===== src/rtl/tpu_pkg.sv =====
// Shared constants and state type for the MAC accumulator slice.
`timescale 1ns/1ps
package tpu_pkg;
  localparam int unsigned IN_W  = 8;
  localparam int unsigned ACC_W = 18;
  localparam logic signed [ACC_W-1:0] ACC_MAX = {1'b0, {(ACC_W-1){1'b1}}};
  localparam logic signed [ACC_W-1:0] ACC_MIN = {1'b1, {(ACC_W-1){1'b0}}};

  typedef enum logic {
    ACCUM = 1'b0,
    HOLD  = 1'b1
  } state_t;
endpackage


===== src/rtl/mac_accumulator_sat_add.sv =====
// Combinational signed adder; clamps with overflow flag when MAC_ACC_SAT_EN
// is defined, otherwise wraps modulo 2^W with ovf_o tied low.
`timescale 1ns/1ps
module sat_add #(
  parameter int unsigned W = tpu_pkg::ACC_W
) (
  input  logic [W-1:0] a_i,
  input  logic [W-1:0] b_i,
  output logic [W-1:0] sum_o,
  output logic         ovf_o
);
`ifdef MAC_ACC_SAT_EN
  logic [W:0] wide;

  assign wide = {a_i[W-1], a_i} + {b_i[W-1], b_i};

  // Overflow exactly when the two top bits of the widened sum disagree.
  always_comb begin
    sum_o = wide[W-1:0];
    ovf_o = 1'b0;
    if (wide[W] != wide[W-1]) begin
      ovf_o = 1'b1;
      sum_o = wide[W] ? {1'b1, {(W-1){1'b0}}} : {1'b0, {(W-1){1'b1}}};
    end
  end
`else
  assign sum_o = a_i + b_i;
  assign ovf_o = 1'b0;
`endif
endmodule


===== src/rtl/mac_accumulator.sv =====
// Int8 multiply-accumulate into an 18-bit dot product with valid/ready I/O.
// Saturating adds and sticky out_sat are enabled by MAC_ACC_SAT_EN.
`timescale 1ns/1ps
module mac_accumulator #(
  parameter int unsigned IN_W  = tpu_pkg::IN_W,
  parameter int unsigned ACC_W = tpu_pkg::ACC_W,
  parameter int unsigned CNT_W = 5
) (
  input  logic             clk,
  input  logic             rst_n,
  input  logic             in_valid,
  output logic             in_ready,
  input  logic [IN_W-1:0]  in_a,
  input  logic [IN_W-1:0]  in_b,
  input  logic             in_last,
  output logic             out_valid,
  input  logic             out_ready,
  output logic [ACC_W-1:0] acc_out,
  output logic             out_sat,
  output logic [CNT_W-1:0] out_cnt
);
  import tpu_pkg::*;

  localparam int unsigned P_W = 2 * IN_W;

  logic             accept;
  logic [P_W-1:0]   a_ext, b_ext, p_d, p_q;
  logic             p_valid_q, p_last_q;
  logic [ACC_W-1:0] p_ext, sum;
  logic             ovf;

  state_t           state_q, state_d;
  logic [ACC_W-1:0] acc_q, acc_d;
  logic             sat_q, sat_d;
  logic [CNT_W-1:0] cnt_q, cnt_d;

  // Stall only when a result is pending or a last product is about to land.
  assign out_valid = (state_q == HOLD);
  assign in_ready  = !out_valid && !(p_valid_q && p_last_q);
  assign accept    = in_valid && in_ready;

  assign a_ext = {{IN_W{in_a[IN_W-1]}}, in_a};
  assign b_ext = {{IN_W{in_b[IN_W-1]}}, in_b};
  assign p_d   = a_ext * b_ext;
  assign p_ext = {{(ACC_W-P_W){p_q[P_W-1]}}, p_q};

  sat_add #(.W(ACC_W)) u_sat_add (
    .a_i   (acc_q),
    .b_i   (p_ext),
    .sum_o (sum),
    .ovf_o (ovf)
  );

  always_comb begin
    state_d = state_q;
    acc_d   = acc_q;
    sat_d   = sat_q;
    cnt_d   = cnt_q;
    case (state_q)
      ACCUM: begin
        if (p_valid_q) begin
          acc_d = sum;
          sat_d = sat_q | ovf;
          if (cnt_q != '1) cnt_d = cnt_q + CNT_W'(1);
          if (p_last_q) state_d = HOLD;
        end
      end
      HOLD: begin
        if (out_ready) begin
          state_d = ACCUM;
          acc_d   = '0;
          sat_d   = 1'b0;
          cnt_d   = '0;
        end
      end
      default: state_d = ACCUM;
    endcase
  end

  always_ff @(posedge clk) begin
    if (!rst_n) begin
      p_q       <= '0;
      p_valid_q <= 1'b0;
      p_last_q  <= 1'b0;
      state_q   <= ACCUM;
      acc_q     <= '0;
      sat_q     <= 1'b0;
      cnt_q     <= '0;
    end else begin
      p_valid_q <= accept;
      p_last_q  <= accept && in_last;
      if (accept) p_q <= p_d;
      state_q   <= state_d;
      acc_q     <= acc_d;
      sat_q     <= sat_d;
      cnt_q     <= cnt_d;
    end
  end

  assign acc_out = acc_q;
  assign out_sat = sat_q;
  assign out_cnt = cnt_q;
endmodule


===== config.mk =====
export PLATFORM = sky130hd
export DESIGN_NAME = mac_accumulator
export DESIGN_NICKNAME = d
export VERILOG_FILES = /design/src/rtl/tpu_pkg.sv /design/src/rtl/mac_accumulator_sat_add.sv /design/src/rtl/mac_accumulator.sv
export SDC_FILE = /design/constraint.sdc
export NUM_CORES = 1
export LEC_CHECK = 0
export ABC_AREA = 0
export ABC_CLOCK_PERIOD_IN_PS = 8500
export BUFFER_PORTS_ARGS = -buffer_cell sky130_fd_sc_hd__buf_2
export CAP_MARGIN = 30
export CORE_MARGIN = 2
export CORE_UTILIZATION = 30
export CTS_CLUSTER_DIAMETER = 80
export DETAILED_ROUTE_END_ITERATION = 8
export GPL_ROUTABILITY_DRIVEN = 1
export GPL_TIMING_DRIVEN = 1
export MAX_ROUTING_LAYER = met4
export PLACE_DENSITY = 0.56
export SYNTH_ARGS = -nofsm -noshare
export SYNTH_HDL_FRONTEND = slang
export SYNTH_SLANG_ARGS = --single-unit

===== constraint.sdc =====
create_clock -name clk -period 8.5 [get_ports clk]
set_input_delay 0.425 -clock clk [delete_from_list [all_inputs] [get_ports clk]]
set_output_delay 0.425 -clock clk [all_outputs]
set_load 0.05 [all_outputs]

==> results.yml <==
outcome:
  status: "completed"
hold_path:
  hold_path_class: "in2reg"
  min_delay_path_depth: 2
final_layout:
  layout.area.seq_um2: 840.8
  multi_input_comb_area_um2: 3552
  area_growth_pct: 13.03
  antennaDiodeCount: 0
  num-fill-cells: 1633
  finalNetCount: 716
  final_cell_area_um2: 5360
  layout-drive-gt1-share_pct: 10.14
synthesis:
  synth_common_cells: "inv_1 (81), nand2_1 (57), fa_1 (56)"
  postSynthCellCount: 549
  synth_cell_types: 47
  area_of_the_mapped_netlist_um2: 4742
  yosys_most_used_dff: "dfxtp_1"
  synth_top_area_cell: "fa_1"
  synthArstFlopShare_pct: 0
  ys_ff_latch: 42
  yosysMostFrequentCell: "inv_1"
  synth_top_area_share_pct: 23.64
  postSynthNetCount: 674
  post_synth_main_area_contributors: "fa_1 (24%), dfxtp_1 (18%), ha_1 (13%)"
  seq_area_frac_synth_pct: 17.73
  synthesis.area_per_instance_um2: 8.638
  synth-edff-count: 0
  synth-warning-count: 0
detailed_routing:
  detailedRoute.firstIterationViolations: 224
  firstDrtPassIters: 4
  route.final.wire_length_um: 10140
  via_per_inst: 4.477
  detail_route.wl_per_cell_um: 12.63
  ant_nets: 0
  drc: 0
  num_vias: 3595
cts:
  ctsHoldBuffers: 0
  cts_made_buffers: 5
  cts_num_sinks: 42
  gates_resized_cts_repair: 0
  post_cts_buffers: 0
  clock_tree.htree_level_count: 2
  cts.reportedPaths.clkPinSlew_ns: 0.06
  clock_tree.root_cell: "clkbuf_16"
  maximum_number_of_buffers_from_clock_root_to_sink: 2
  clkLatencyLatePin_ns: 0.29
  cts_tree: "built"
floorplan:
  floorplan.io_pins: 47
  std_cell_rows: 45
  coreArea_um2: 15310
  die_height_um: 129.7
  initial_utilization_pct: 30.96
  die_w_um: 129.7
  die-area_um2: 16830
grt:
  gr-usage-all-layers_pct: 13.32
  antenna_found_initial: 0
  grt_first_pass_wirelength_um: 17610
  first_global_vias: 3624
  pin_count_of_the_biggest_net_entering_global_routing: 41
  grt_overflow_total: 0
placement:
  numPortBuffers: 45
  post-dp-hpwl_um: 8574
  post_dp_cell_area_um2: 5194
  placer_congestion: 0.8963
timing:
  fmax_mhz: 219.9
  worstMarginPinSlew_ns: 0.6337
  timing.final.max_slew_violations: 0
  period_share_pct: 53.51
  worst_slew_margin_rel_pct: 57.65
  setup_viol_count_final: 0
  period_needed_ns: 4.548
  finalHoldViolCount: 0
  rsz_0062_raised_after_global_routing: "false"
  finalSetupTns_ns: 0
  skew_ns: 0.004479
pwr:
  power-per-cell-area_nw_per_um2: 225.1
  power_leakage_nw: 2.534
  ir_worst_vdd_uv: 95.12
critical_path:
  crit_buf_inv: 5
  cp_data_required_time_ns: 8.66
  top_family_by_delay_on_critical_path: "adder cells"
  critical_path_class: "in2reg"
  arrival_ns: 4.71
  cp_common_cell: "inv_1"
  path_length_in_cells_of_the_critical_path: 18
  critical_path.max_stage_delay_ns: 0.54
  crit_path_start_kind: "primary input"
  crit_path_max_fanout: 8
  worst_r2r_path_depth: 9
  critical-path-slowest-cell: "fa_1"
  end_kind: "register"
  worst_path_cell_chain: "buf_2 > and2_1 > ha_1 > inv_1 > fa_1 > inv_1 > fa_1 > inv_1 > fa_1 > inv_1 > ha_1 > o21ai_0 > nand2b_2 > a31oi_1 > o21ai_1 > or4_1 > nand4_1 > o311ai_1"
job:
  maxCapViolCount: 0
power breakdown:
| part | switching, mW | leakage, nW | internal [mW] |
|---|---|---|---|
| Sequential | 0.0203 | 0.343 | 0.225 |
| Clock | 0.0783 | 0.0771 | 0.139 |
| Combinational | 0.423 | 2.11 | 0.320 |
| Total | 0.522 | 2.53 | 0.684 |
worst register-to-register path, stage by stage (launching register included):
cell and delay (ns):
dfxtp_1 0.32, ha_1 0.24, fa_1 0.43, a211oi_1 0.32, o21ai_1 0.15, a221oi_1 0.37, nor2b_1 0.13, a221oi_2 0.28
xor2_1 0.17, o21ai_0 0.08
layer usage:
metal	share of wire, %	up-vias	global-route usage (%)
met5	0	-	-
met1	52	1645	18.58
met4	1.1	0	3.289
li1	-	1879	-
met2	43	64	20.73
met3	3.4	7	1.517
final timing paths:
kind                                 start     endpoint  slack, ns
worst min register to register     p_q[14]      p_q[14]       0.47
worst max register to register  acc_out[0]  acc_out[16]       5.89
worst max-delay path               in_a[7]      p_q[15]       3.95
worst min-delay path               in_last     p_last_q       0.36
placed cells by master, fill, tap and decap left out, drive strengths merged, types with 13 or more instances in the layout:
| cell type | instances |
|---|---|
| a21oi | 19 |
| fa | 56 |
| buf | 46 |
| xor2 | 13 |
| ha | 48 |
| nand3 | 13 |
| nand2 | 57 |
| nor2b | 15 |
| nor2 | 22 |
| and2 | 47 |
| inv | 81 |
| dfxtp | 42 |
| o21ai | 30 |
metrics by stage:
step	utilization, %	hold WS [ns]	power [mW]	cells	setup WS (ns)
after global placement	33.91	0.4617	0.9833	795	3.732
final	35.00	0.3639	1.207	803	3.952
after global routing	35.00	0.3699	1.344	803	3.682
after detailed placement	33.91	0.4690	0.9972	795	3.677
after floorplan	-	0.4377	0.8470	549	4.094
after CTS	35.00	0.3639	1.222	803	3.992
registers in the layout, summed over array words and instances (netlist names):
register,cells
p_valid_q,1
p_q,16
acc_out,18
out_valid,1
out_cnt,5
p_last_q,1
cell families (layout without fill, tap and decap cells):
family	after synthesis	after routing	share of synthesized area (%)
and+or+nand+nor	179	179	19.21
AOI/OAI and AO/OA	105	105	14.49
adders and majority gates	104	104	36.31
buffers and inverters	92	135	7.362
DFF	42	42	17.73
xor gates and xnor gates	25	25	4.617
other	1	1	0.07908
muxes	1	1	0.2111
final cells by class:
| class | instances | area share (%) |
|---|---|---|
| multi-input cells | 415 | 66.27 |
| flip-flops and latches | 42 | 15.69 |
| inverters | 81 | 5.672 |
| well taps | 211 | 4.925 |
| repair buffers | 46 | 4.342 |
| clock buffers | 6 | 2.404 |
| clock inverters | 2 | 0.7003 |
Power figures use the tool's default switching activity.
